==> src/rtl/rx_pkg.sv <==
// ----------------------------------------------------------------------------
// rx_pkg
// Definitions shared by the receive-side frame analyser and its testbench:
//   - one-hot encodings of the receive FSM states
//   - parity mode codes
//   - bit order (BIGEND/LITTLEEND) and check result (WRONG/RIGHT) constants
//   - data-length bounds and parity helper functions
// ----------------------------------------------------------------------------
package rx_pkg;

    typedef enum logic [4:0] {
        ST_IDLE      = 5'b00001,
        ST_STARTBIT  = 5'b00010,
        ST_DATABITS  = 5'b00100,
        ST_PARITYBIT = 5'b01000,
        ST_STOPBIT   = 5'b10000
    } rx_state_e;

    // Codes 5..7 are not listed and behave like PAR_NONE.
    typedef enum logic [2:0] {
        PAR_NONE  = 3'd0,
        PAR_EVEN  = 3'd1,
        PAR_ODD   = 3'd2,
        PAR_MARK  = 3'd3,
        PAR_SPACE = 3'd4
    } parity_mode_e;

    localparam logic BIGEND    = 1'b1;
    localparam logic LITTLEEND = 1'b0;

    localparam logic WRONG = 1'b1;
    localparam logic RIGHT = 1'b0;

    localparam logic [3:0] MIN_DATA_LEN = 4'd5;

    // True for the modes that actually carry a parity bit worth checking.
    function automatic logic parity_checked(input logic [2:0] mode);
        return (mode == PAR_EVEN) || (mode == PAR_ODD) ||
               (mode == PAR_MARK) || (mode == PAR_SPACE);
    endfunction

    // Parity bit the transmitter should have sent, given the XOR of the data.
    function automatic logic expected_parity(input logic [2:0] mode, input logic acc);
        case (mode)
            PAR_EVEN: return acc;
            PAR_ODD:  return ~acc;
            PAR_MARK: return 1'b1;
            default:  return 1'b0;
        endcase
    endfunction

endpackage

==> src/rtl/err_sat_counter.sv <==
// ----------------------------------------------------------------------------
// err_sat_counter
// Saturating event counter used for the per-error-type statistics.
//   clk    : system clock
//   rst    : asynchronous reset, active low
//   inc    : count one event this cycle
//   clr    : synchronous clear; a simultaneous inc leaves the count at 1
//   count  : current count, sticks at all-ones
// ----------------------------------------------------------------------------
module err_sat_counter #(
    parameter int CNT_WIDTH = 8
) (
    input  logic                 clk,
    input  logic                 rst,
    input  logic                 inc,
    input  logic                 clr,
    output logic [CNT_WIDTH-1:0] count
);

    // A clear must not swallow the event that arrives with it, so clr+inc
    // restarts the count at one rather than zero.
    always_ff @(posedge clk or negedge rst) begin
        if (!rst) begin
            count <= '0;
        end else if (clr) begin
            count <= inc ? CNT_WIDTH'(1) : '0;
        end else if (inc && (count != '1)) begin
            count <= count + CNT_WIDTH'(1);
        end
    end

endmodule

==> src/rtl/rx_frame_analyser.sv <==
// ----------------------------------------------------------------------------
// rx_frame_analyser
// Assembles UART frames from the per-bit samples of the receive FSM, checks
// parity and stop bits, writes good frames to the RX FIFO and keeps
// saturating error statistics.
//   clk, rst          : clock, asynchronous active-low reset
//   State_i           : one-hot receive FSM state (rx_pkg::rx_state_e)
//   bit_stb_i, bit_i  : bit acquisition strobe and sampled line value
//   data_len_i        : data bits per frame, clamped to 5..DATA_WIDTH
//   parity_mode_i     : none/even/odd/mark/space (rx_pkg::parity_mode_e)
//   p_TwoStop_i       : check two stop bits
//   p_BigEnd_i        : first data bit received is the MSB
//   p_DropBad_i       : do not write frames with parity/framing errors
//   clr_i             : clear the error counters
//   p_full_i          : RX FIFO full
//   n_we_o, data_o    : active-low FIFO write strobe and frame data
//   p_ParityError_o, p_FrameError_o, p_Overrun_o : flags of the latest frame
//   parity_err_cnt_o, frame_err_cnt_o, overrun_cnt_o : saturating counts
// ----------------------------------------------------------------------------
module rx_frame_analyser
    import rx_pkg::*;
#(
    parameter int DATA_WIDTH = 9,
    parameter int CNT_WIDTH  = 8
) (
    input  logic                  clk,
    input  logic                  rst,
    input  logic [4:0]            State_i,
    input  logic                  bit_stb_i,
    input  logic                  bit_i,
    input  logic [3:0]            data_len_i,
    input  logic [2:0]            parity_mode_i,
    input  logic                  p_TwoStop_i,
    input  logic                  p_BigEnd_i,
    input  logic                  p_DropBad_i,
    input  logic                  clr_i,
    output logic                  n_we_o,
    output logic [DATA_WIDTH-1:0] data_o,
    input  logic                  p_full_i,
    output logic                  p_ParityError_o,
    output logic                  p_FrameError_o,
    output logic                  p_Overrun_o,
    output logic [CNT_WIDTH-1:0]  parity_err_cnt_o,
    output logic [CNT_WIDTH-1:0]  frame_err_cnt_o,
    output logic [CNT_WIDTH-1:0]  overrun_cnt_o
);

    localparam logic [3:0] MAX_DATA_LEN = 4'(DATA_WIDTH);

    logic [3:0]            eff_len;
    logic [3:0]            bit_idx;
    logic [3:0]            bit_pos;
    logic [DATA_WIDTH-1:0] asm_reg;
    logic [DATA_WIDTH-1:0] asm_next;
    logic                  par_acc;
    logic                  stop_idx;
    logic                  commit_done;

    logic data_stb;
    logic parity_stb;
    logic parity_wrong;
    logic stop_stb;
    logic commit_now;
    logic frame_err_now;
    logic drop_frame;
    logic do_write;
    logic do_overrun;

    // Clamp the runtime data length into the supported window.
    always_comb begin
        eff_len = data_len_i;
        if (data_len_i < MIN_DATA_LEN) begin
            eff_len = MIN_DATA_LEN;
        end else if (data_len_i > MAX_DATA_LEN) begin
            eff_len = MAX_DATA_LEN;
        end
    end

    // Place the incoming data bit; big-end frames fill from the top of the
    // active field downwards so the result is always right-aligned.
    always_comb begin
        bit_pos  = (p_BigEnd_i == LITTLEEND) ? bit_idx : (eff_len - 4'd1 - bit_idx);
        asm_next = asm_reg;
        for (int i = 0; i < DATA_WIDTH; i++) begin
            if (bit_pos == 4'(i)) begin
                asm_next[i] = bit_i;
            end
        end
    end

    // Strobe qualification and the commit decision. The decision is taken in
    // the cycle of the final stop strobe, so the framing result of that very
    // strobe has to be folded in combinationally.
    always_comb begin
        data_stb      = (State_i == ST_DATABITS) && bit_stb_i && (bit_idx < eff_len);
        parity_stb    = (State_i == ST_PARITYBIT) && bit_stb_i && parity_checked(parity_mode_i);
        parity_wrong  = (bit_i == expected_parity(parity_mode_i, par_acc)) ? RIGHT : WRONG;
        stop_stb      = (State_i == ST_STOPBIT) && bit_stb_i && !commit_done;
        commit_now    = stop_stb && (!p_TwoStop_i || stop_idx);
        frame_err_now = p_FrameError_o || !bit_i;
        drop_frame    = p_DropBad_i && (p_ParityError_o || frame_err_now);
        do_write      = commit_now && !drop_frame && !p_full_i;
        do_overrun    = commit_now && !drop_frame && p_full_i;
    end

    // Frame assembly and per-frame flags. STARTBIT wipes the frame context;
    // the write strobe is registered outside that branch so a STARTBIT right
    // after the final stop strobe cannot cancel the pending write.
    always_ff @(posedge clk or negedge rst) begin
        if (!rst) begin
            n_we_o          <= 1'b1;
            data_o          <= '0;
            asm_reg         <= '0;
            bit_idx         <= '0;
            par_acc         <= 1'b0;
            stop_idx        <= 1'b0;
            commit_done     <= 1'b0;
            p_ParityError_o <= 1'b0;
            p_FrameError_o  <= 1'b0;
            p_Overrun_o     <= 1'b0;
        end else begin
            n_we_o <= !do_write;
            if (do_write) begin
                data_o <= asm_reg;
            end

            if (State_i == ST_STARTBIT) begin
                asm_reg         <= '0;
                bit_idx         <= '0;
                par_acc         <= 1'b0;
                stop_idx        <= 1'b0;
                commit_done     <= 1'b0;
                p_ParityError_o <= 1'b0;
                p_FrameError_o  <= 1'b0;
                p_Overrun_o     <= 1'b0;
            end else begin
                if (data_stb) begin
                    asm_reg <= asm_next;
                    par_acc <= par_acc ^ bit_i;
                    bit_idx <= bit_idx + 4'd1;
                end
                if (parity_stb && (parity_wrong == WRONG)) begin
                    p_ParityError_o <= 1'b1;
                end
                if (stop_stb) begin
                    stop_idx <= 1'b1;
                    if (!bit_i) begin
                        p_FrameError_o <= 1'b1;
                    end
                    if (commit_now) begin
                        commit_done <= 1'b1;
                        if (do_overrun) begin
                            p_Overrun_o <= 1'b1;
                        end
                    end
                end
            end
        end
    end

    // Error statistics are counted on commit, whether or not the frame is
    // written, so aborted frames never touch them.
    err_sat_counter #(.CNT_WIDTH(CNT_WIDTH)) u_parity_cnt (
        .clk   (clk),
        .rst   (rst),
        .inc   (commit_now && p_ParityError_o),
        .clr   (clr_i),
        .count (parity_err_cnt_o)
    );

    err_sat_counter #(.CNT_WIDTH(CNT_WIDTH)) u_frame_cnt (
        .clk   (clk),
        .rst   (rst),
        .inc   (commit_now && frame_err_now),
        .clr   (clr_i),
        .count (frame_err_cnt_o)
    );

    err_sat_counter #(.CNT_WIDTH(CNT_WIDTH)) u_overrun_cnt (
        .clk   (clk),
        .rst   (rst),
        .inc   (do_overrun),
        .clr   (clr_i),
        .count (overrun_cnt_o)
    );

endmodule
==> config.mk <==
export PLATFORM = sky130hd
export DESIGN_NAME = rx_frame_analyser
export DESIGN_NICKNAME = d
export VERILOG_FILES = /design/src/rtl/rx_pkg.sv /design/src/rtl/err_sat_counter.sv /design/src/rtl/rx_frame_analyser.sv
export SDC_FILE = /design/constraint.sdc
export NUM_CORES = 1
export LEC_CHECK = 0
export CORE_MARGIN = 5
export CORE_UTILIZATION = 50
export CTS_CLUSTER_DIAMETER = 40
export DETAILED_ROUTE_END_ITERATION = 12
export DONT_BUFFER_PORTS = 1
export GPL_TIMING_DRIVEN = 0
export PLACE_DENSITY = 0.72
export SYNTH_ARGS = -nofsm -noshare
export SYNTH_HDL_FRONTEND = slang
export SYNTH_SLANG_ARGS = --single-unit
==> constraint.sdc <==
create_clock -name clk -period 2.3 [get_ports clk]
set_input_delay 0.23 -clock clk [delete_from_list [all_inputs] [get_ports clk]]
set_output_delay 0.23 -clock clk [all_outputs]
set_load 0.1 [all_outputs]
==> results.sh, run 1 <==
export IMPL_antenna_found_initial=0
export IMPL_tns_ns=0
export IMPL_cts_buffers=5
export IMPL_area_growth_pct=12.8
export IMPL_crit_chain="inv_2 -> ha_4 -> inv_1 -> fa_1 -> xnor2_1 -> mux2_4 -> nor3_4 -> nand4_1 -> mux2i_1"
export IMPL_die_y_um=87.1
export IMPL_slew_headroom=0.271
export IMPL_slew_viol_final=0
export IMPL_clock_root_buffer="clkbuf_8"
export IMPL_rows=28
export IMPL_p_per_area_mw_per_mm2=622
export IMPL_leakage_nw=1.41
export IMPL_netlist_area_mm2=0.00297
export IMPL_overflow=0
export IMPL_cts_tree="yes"
export IMPL_clk_latency_ns=0.31
export IMPL_clkSinkCount=53
export IMPL_ys_ff_latch=53
export IMPL_seq_area_frac_synth=0.447
export IMPL_dr_pass1_iters=4
export IMPL_hold_viol=0
export IMPL_ys_types=51
export IMPL_syn_instance_count=295
export IMPL_drt_iter0_markers=113
export IMPL_critical_path_top_delay_family="adder cells"
export IMPL_cp_depth=9
export IMPL_min_period_ns=2.26
export IMPL_io_pins=58
export IMPL_synth_top_cell_area_share=0.438
export IMPL_cp_max_fo=4
export IMPL_die_area_mm2=0.00758
export IMPL_synth_most_common_cell="dfrtp_1"
export IMPL_whs_path_depth=1
export IMPL_die_w_um=87.1
export IMPL_setup_violations_final=0
export IMPL_portBuffers=0
export IMPL_grt_pass1_vias=2197
export IMPL_synth_edf_count=0
export IMPL_drive_gt1_frac=0.223
export IMPL_synth_nets=328
export IMPL_worst_slew_pin_slew_ns=1.09
export IMPL_max_stage_delay_ns=0.44
export IMPL_ir_worst_vdd_mv=0.338
export IMPL_outcome="finished, final reports clean"
export IMPL_crit_slowest_cell="dfrtp_2"
export IMPL_yosys_most_used_dff="dfrtp_1"
export IMPL_endpoint_kind="flip-flop"
export IMPL_n_antenna_cell=0
export IMPL_grt_max_degree=54
export IMPL_start_util=0.508
export IMPL_maxCapViolations=0
export IMPL_cp_data_required_time_ns=2.49
export IMPL_crit_type="reg -> reg"
export IMPL_hold_class="in -> reg"
export IMPL_synth_area_leaders="dfrtp_1, xnor2_1, ha_1, mux2i_1, nor2_1"
export IMPL_synth_warnings=0
export IMPL_grt_first_pass_wirelength_um=10500
export IMPL_wl_per_cell_um=16.8
export IMPL_grt_total_usage=0.176
export IMPL_synth_common_cells="dfrtp_1, nor2_1, nand2_1"
export IMPL_place_congestion=0.923
export IMPL_cts_htree_levels=2
export IMPL_drtAntennaViolNets=0
export IMPL_cp_arrival_ns=2.45
export IMPL_vias_per_cell=5.77
export IMPL_wirelength_um=6450
export IMPL_nets=341
export IMPL_stdcell_count=384
export IMPL_path_clk_slew_ns=0.10
export IMPL_place_inst=370
export IMPL_rrSetupSlack_ns=0.04
export IMPL_finalCritPeriodShare=0.981
export IMPL_p_total_mw=2.08
export IMPL_r2r_cells=9
export IMPL_place_hpwl_um=4610
export IMPL_finalClockSkew_ns=0.00609
export IMPL_vias=2217
export IMPL_synth_top_area_cell="dfrtp_1"
export IMPL_max_freq_ghz=0.443
export IMPL_critPathLaunchType="flip-flop"
export IMPL_drc_errors=0
export IMPL_syn_avg_cell_area_um2=10.1
export IMPL_core_mm2=0.00585
export IMPL_critical_path_buf_inv_count=2
export IMPL_clockBufferDepth=2
export IMPL_synthArstFlopShare=1.00
==> where the power goes <==
part           switching, mW  internal (mW)  leakage [nW]
Clock                  0.333          0.221        0.0447
Combinational          0.271          0.195         0.673
Sequential            0.0925          0.971         0.692
Total                  0.697           1.39          1.41
==> stage by stage <==
stage | util | hold slack, ns | setup slack, ns | cell area, um^2
global placement | 0.525 | -0.0629 | -0.199 | 3070
finish | 0.573 | 0.0185 | 0.0445 | 3350
detailed placement | 0.525 | -0.0634 | -0.263 | 3070
global route | 0.573 | 0.00392 | -0.0399 | 3350
CTS | 0.553 | 0.00811 | 0.00229 | 3230
floorplan | - | -0.0656 | 0.00257 | 2980
==> routing by layer <==
metal	wire length (um)	global-route usage
met4	68	0.0439
met1	2780	0.222
met3	477	0.0615
met5	0	0
met2	3120	0.288
==> path summary, 6_finish.rpt <==
kind / to / from
setup / recovery: asm_reg[2] / bit_idx[0]
hold / removal: p_ParityError_o / State_i[1]
setup reg to reg: asm_reg[2] / bit_idx[0]
min in group asynchronous: bit_idx[2] / rst
max in group asynchronous: n_we_o / rst
hold reg to reg: stop_idx / stop_idx
==> kinds of logic after synthesis <==
| family | synth area share |
|---|---|
| DFF | 0.447 |
| buffers and inverters | 0.0253 |
| muxes | 0.0855 |
| AOI/OAI and AO/OA | 0.0817 |
| and+or+nand+nor | 0.246 |
| adders and majority gates | 0.0531 |
| xor gates and xnor gates | 0.0619 |
==> cells in the final DEF, fill, tap and decap left out, types with 3 or more instances in the layout <==
cell / synthesis / layout
nor2_1: 34 / 33
a21oi_1: 10 / 9
o21ai_0: 5 / 5
a31oi_1: 6 / 5
xor2_1: 3 / 3
ha_1: 11 / 10
nand4_1: 10 / 10
buf_4: 1 / 5
xnor2_1: 18 / 18
nor3_1: 9 / 7
nand3b_1: 3 / 3
nor3b_1: 4 / 4
nor2b_1: 4 / 4
mux2i_1: 13 / 12
nor4_1: 7 / 7
dfrtp_2: 0 / 19
inv_1: 12 / 11
nand3_1: 17 / 17
clkbuf_1: 6 / 6
mux2_2: 11 / 10
clkbuf_8: 0 / 5
nand2_1: 21 / 21
dfrtp_1: 52 / 31
==> layout make-up <==
type	instances	area, um^2
plain buffers	7	30.0
multi-input cells	223	1660
inverters	12	45.0
clock inverters	3	25.0
repair buffers	6	67.6
clock buffers	5	68.8
flip-flops and latches	53	1360
fillers	513	2500
well taps	75	93.8
==> what timing repair did <==
item                                    4_1_cts  5_1_grt
pin swaps                                     1        3
endpoints found under the hold margin        53        0
resized for setup                            12       25
setup buffers                                 0        4
hold buffers                                  2        0
endpoints found under the setup margin       19       30
No activity file was read; power rests on OpenSTA's default activity.
==> run 2, diff against run 1 <==
Settings changed: REMOVE_ABC_BUFFERS from default to 1.
==> results.sh, run 2 (synthesis gave the netlist of run 1 again) <==
export IMPL_outcome="finished, final reports clean"
export IMPL_vias=2223
export IMPL_cp_data_required_time_ns=2.48
export IMPL_vias_per_cell=5.93
export IMPL_hold_start="State_i[1]"
export IMPL_r2r_cells=8
export IMPL_p_total_mw=2.03
export IMPL_io_pins=58
export IMPL_final_common_cell="nor2_1"
export IMPL_p_per_area_mw_per_mm2=615
export IMPL_drtAntennaViolNets=0
export IMPL_multi_input_area_mm2=0.00165
export IMPL_dr_pass1_iters=4
export IMPL_rrSetupSlack_ns=0.12
export IMPL_dpl_cell_area_mm2=0.00303
export IMPL_drive_gt1_frac=0.220
export IMPL_fillers=507
export IMPL_grt_max_degree=54
export IMPL_maxCapViolations=0
export IMPL_setup_slack_ns=0.0797
export IMPL_die_y_um=87.1
export IMPL_fin_area_mm2=0.00330
export IMPL_r2r_start="bit_idx[0]"
export IMPL_stdcell_count=375
export IMPL_overflow=0
export IMPL_place_hpwl_um=4580
export IMPL_min_to="p_ParityError_o"
export IMPL_slew_viol_final=0
export IMPL_max_freq_ghz=0.450
export IMPL_grt_first_pass_wirelength_um=11000
export IMPL_cts_tree="yes"
export IMPL_crit_type="in -> reg"
export IMPL_hold_class="in -> reg"
export IMPL_grt_pass1_vias=2312
export IMPL_finalClockSkew_ns=0.00764
export IMPL_finish_utilization=0.564
export IMPL_path_common_cell="inv_1"
export IMPL_wl_per_cell_um=17.0
export IMPL_cts_htree_levels=2
export IMPL_final_seq_area_mm2=0.00136
export IMPL_cp_max_fo=4
export IMPL_start_util=0.508
export IMPL_hold_viol=0
export IMPL_sequentialPowerShare=0.520
export IMPL_critical_path_buf_inv_count=2
export IMPL_p_int_mw=1.36
export IMPL_worst_slew_pin_slew_ns=1.07
export IMPL_clock_root_buffer="clkbuf_8"
export IMPL_place_ws_ns=-0.559
export IMPL_whs_ns=0.0220
export IMPL_critPathLaunchType="input pin"
export IMPL_core_mm2=0.00585
export IMPL_p_sw_frac=0.329
export IMPL_nets=332
export IMPL_crit_chain="inv_1 -> or3_1 -> a21o_1 -> ha_1 -> inv_1 -> fa_1 -> a21oi_4 -> nand4_1 -> o41ai_1 -> a21oi_1"
export IMPL_grt_total_usage=0.179
export IMPL_crit_slowest_cell="fa_1"
export IMPL_final_cell_mix="nor2_1, dfrtp_1, dfrtp_2, nand2_1, xnor2_1"
export IMPL_tns_ns=0
export IMPL_path_clk_slew_ns=0.10
export IMPL_die_area_mm2=0.00758
export IMPL_setup_violations_final=0
export IMPL_area_growth_pct=11.0
export IMPL_whs_path_depth=1
export IMPL_p_comb_frac=0.209
export IMPL_place_congestion=0.830
export IMPL_cp_depth=10
export IMPL_endpoint_kind="flip-flop"
export IMPL_min_period_ns=2.22
export IMPL_clk_latency_ns=0.30
export IMPL_die_w_um=87.1
export IMPL_leakage_nw=1.38
export IMPL_slew_headroom=0.288
export IMPL_clockBufferDepth=2
export IMPL_r2r_end="asm_reg[7]"
export IMPL_rows=28
export IMPL_n_antenna_cell=0
export IMPL_cp_arrival_ns=2.40
export IMPL_finalCritPeriodShare=0.965
export IMPL_grt_setup_unrepaired="true"
export IMPL_drt_iter0_markers=108
export IMPL_place_inst=363
export IMPL_switchingPower_mw=0.667
export IMPL_cts_buffers=5
export IMPL_max_stage_delay_ns=0.47
export IMPL_critical_path_top_delay_family="compound AO/OA/AOI/OAI gates"
export IMPL_ir_worst_vdd_mv=0.329
export IMPL_wirelength_um=6370
export IMPL_portBuffers=0
export IMPL_drc_errors=0
export IMPL_clkSinkCount=53
export IMPL_clock_power_share=0.271
export IMPL_antenna_found_initial=0
## run 2: per-layer routing
metal	track usage	vias to the layer above	part of all wire
li1	-	1063	-
met1	0.218	1104	0.41
met2	0.314	52	0.52
met3	0.0501	4	0.062
met4	0.0397	0	0.0052
met5	0	-	0
## run 2: area by class of cell
type,instances,area share
clock inverter,3,0.00797
tap,75,0.0285
sequential,53,0.411
multi-input combinational,223,0.501
timing repair buffer,4,0.0167
clock buffer,5,0.0209
inverter,12,0.0137
## run 2: power by group through the flow
stage                     combinational [mW]  clock [mW]  sequential [mW]
final                                  0.423       0.549             1.05
after global routing                   0.473       0.610             1.06
after CTS                              0.382       0.573             1.05
after detailed placement               0.310           0             1.07
after global placement                 0.295           0             1.07
after floorplan                        0.254           0             1.06
## run 2: worst max path at each step
stage	from	endpoint	slack, ns
6_report	data_len_i[3]	asm_reg[7]	0.08
3_5_place_dp	p_ParityError_o	data_o[7]	-0.56
4_1_cts	data_len_i[3]	asm_reg[7]	0.002
2_1_floorplan	p_ParityError_o	data_o[0]	-0.10
3_3_place_gp	p_ParityError_o	data_o[5]	-0.53
5_1_grt	data_len_i[3]	asm_reg[7]	-0.02
## run 2: timing repair
action,4_1_cts,5_1_grt
setup buffers,1,0
endpoints found under the hold margin,74,0
resized for setup,17,22
pin swaps,0,3
endpoints found under the setup margin,30,20
hold buffers,3,0
==> run 3, diff against run 2 <==
Settings changed: CORE_ASPECT_RATIO from default to 0.75, SKIP_CTS_REPAIR_TIMING from default to 1.
==> results.sh, run 3 (synthesis gave the netlist of run 1 again) <==
export IMPL_nets=334
export IMPL_grt_max_degree=54
export IMPL_hold_start="clr_i"
export IMPL_grt_first_pass_wirelength_um=10800
export IMPL_clock_power_share=0.253
export IMPL_drive_gt1_frac=0.232
export IMPL_whs_ns=-0.0187
export IMPL_place_ws_ns=-0.490
export IMPL_violations="hold timing"
export IMPL_place_hpwl_um=4560
export IMPL_die_w_um=99
export IMPL_grt_total_usage=0.173
export IMPL_final_common_cell="nor2_1"
export IMPL_io_pins=58
export IMPL_drc_errors=0
export IMPL_max_freq_ghz=0.448
export IMPL_final_cell_mix="nor2_1, dfrtp_1, nand2_1, dfrtp_2"
export IMPL_area_growth_pct=11.9
export IMPL_vias=2240
export IMPL_drtAntennaViolNets=0
export IMPL_leakage_nw=1.40
export IMPL_crit_type="reg -> reg"
export IMPL_crit_chain="inv_1 -> ha_2 -> or3b_2 -> a31oi_4 -> nor3_2 -> nand4_1 -> mux2i_1"
export IMPL_grt_pass1_vias=2174
export IMPL_clk_latency_ns=0.30
export IMPL_dpl_cell_area_mm2=0.00304
export IMPL_wl_per_cell_um=17.0
export IMPL_p_int_mw=1.38
export IMPL_place_congestion=0.880
export IMPL_die_y_um=76.8
export IMPL_finalCritPeriodShare=0.970
export IMPL_die_area_mm2=0.00760
export IMPL_setup_violations_final=0
export IMPL_ir_worst_vdd_mv=0.354
export IMPL_rows=24
export IMPL_r2r_cells=7
export IMPL_fin_area_mm2=0.00332
export IMPL_worst_slew_pin_slew_ns=1.07
export IMPL_slew_viol_final=0
export IMPL_r2r_start="bit_idx[2]"
export IMPL_endpoint_kind="flip-flop"
export IMPL_portBuffers=0
export IMPL_maxCapViolations=0
export IMPL_p_sw_frac=0.318
export IMPL_switchingPower_mw=0.645
export IMPL_dr_pass1_iters=4
export IMPL_rrSetupSlack_ns=0.07
export IMPL_hold_class="in -> reg"
export IMPL_grt_setup_unrepaired="true"
export IMPL_cp_arrival_ns=2.46
export IMPL_hold_viol=19
export IMPL_cts_htree_levels=2
export IMPL_clkSinkCount=53
export IMPL_n_antenna_cell=0
export IMPL_cp_max_fo=5
export IMPL_slew_headroom=0.286
export IMPL_p_per_area_mw_per_mm2=611
export IMPL_p_comb_frac=0.224
export IMPL_core_mm2=0.00580
export IMPL_path_clk_slew_ns=0.09
export IMPL_whs_path_depth=1
export IMPL_start_util=0.513
export IMPL_cp_data_required_time_ns=2.53
export IMPL_max_stage_delay_ns=0.49
export IMPL_clock_root_buffer="clkbuf_8"
export IMPL_wirelength_um=6450
export IMPL_vias_per_cell=5.89
export IMPL_critPathLaunchType="flip-flop"
export IMPL_min_period_ns=2.23
export IMPL_r2r_end="asm_reg[6]"
export IMPL_cts_buffers=5
export IMPL_crit_slowest_cell="or3b_2"
export IMPL_drt_iter0_markers=67
export IMPL_finalClockSkew_ns=0.00582
export IMPL_cts_tree="yes"
export IMPL_outcome="complete, but fails checks"
export IMPL_clockBufferDepth=2
export IMPL_min_to="u_parity_cnt.count[4]"
export IMPL_setup_slack_ns=0.0685
export IMPL_sequentialPowerShare=0.523
export IMPL_antenna_found_initial=0
export IMPL_overflow=0
[run 3: cell count changes in the layout (fill, tap and decap cells not counted), sizes merged]
cell         delta
clkinvlp        -2
clkbuf          +1
dlygate4sd3     -1
buf             +3
clkinv          +1
[run 3: power groups by stage]
stage | logic (mW) | registers, mW | clock network (mW)
floorplan | 0.254 | 1.06 | 0
detailed placement | 0.309 | 1.08 | 0
global placement | 0.298 | 1.07 | 0
global route | 0.503 | 1.07 | 0.587
CTS | 0.310 | 1.06 | 0.547
finish | 0.455 | 1.06 | 0.514
[run 3: worst max-delay path: cells and delay by family (launching register included)]
kind	cells	cell delay, ns
fa+ha+maj	1	0.32
flops	1	0.46
mux	1	0.19
simple gates	3	0.76
buf+inv	1	0.12
compound gates	1	0.31
[run 3: worst max path at each step]
stage	startpoint	end	slack (ns)
2_1_floorplan	p_ParityError_o	data_o[0]	-0.10
3_3_place_gp	p_ParityError_o	data_o[0]	-0.53
3_5_place_dp	p_ParityError_o	data_o[4]	-0.49
4_1_cts	p_ParityError_o	data_o[0]	-0.49
5_1_grt	data_len_i[3]	asm_reg[3]	-0.03
6_report	bit_idx[2]	asm_reg[6]	0.07
[run 3: final cells by class]
type | instances | area (um^2)
sequential | 53 | 1360
multi-input combinational | 223 | 1670
clock buffer | 6 | 72.6
inverter | 12 | 45.0
tap | 78 | 97.6
clock inverter | 2 | 13.8
timing repair buffer | 6 | 67.6
fill | 511 | 2470
[run 3: layer usage]
layer	track usage	routed length (um)	part of all wire
met5	0	0	0
met4	0.0423	56	0.0087
met3	0.0607	479	0.074
met2	0.260	2840	0.44
met1	0.240	3070	0.48
[run 3: stage by stage]
stage | TNS, ns | utilization | hold slack [ns] | std cells | power, mW
floorplan | -1.07 | - | -0.0656 | 288 | 1.32
global placement | -6.41 | 0.524 | -0.0638 | 366 | 1.37
detailed placement | -6.28 | 0.524 | -0.0637 | 366 | 1.38
CTS | -5.56 | 0.539 | -0.405 | 374 | 1.91
global route | -0.112 | 0.573 | -0.0492 | 380 | 2.16
finish | 0 | 0.573 | -0.0187 | 380 | 2.03
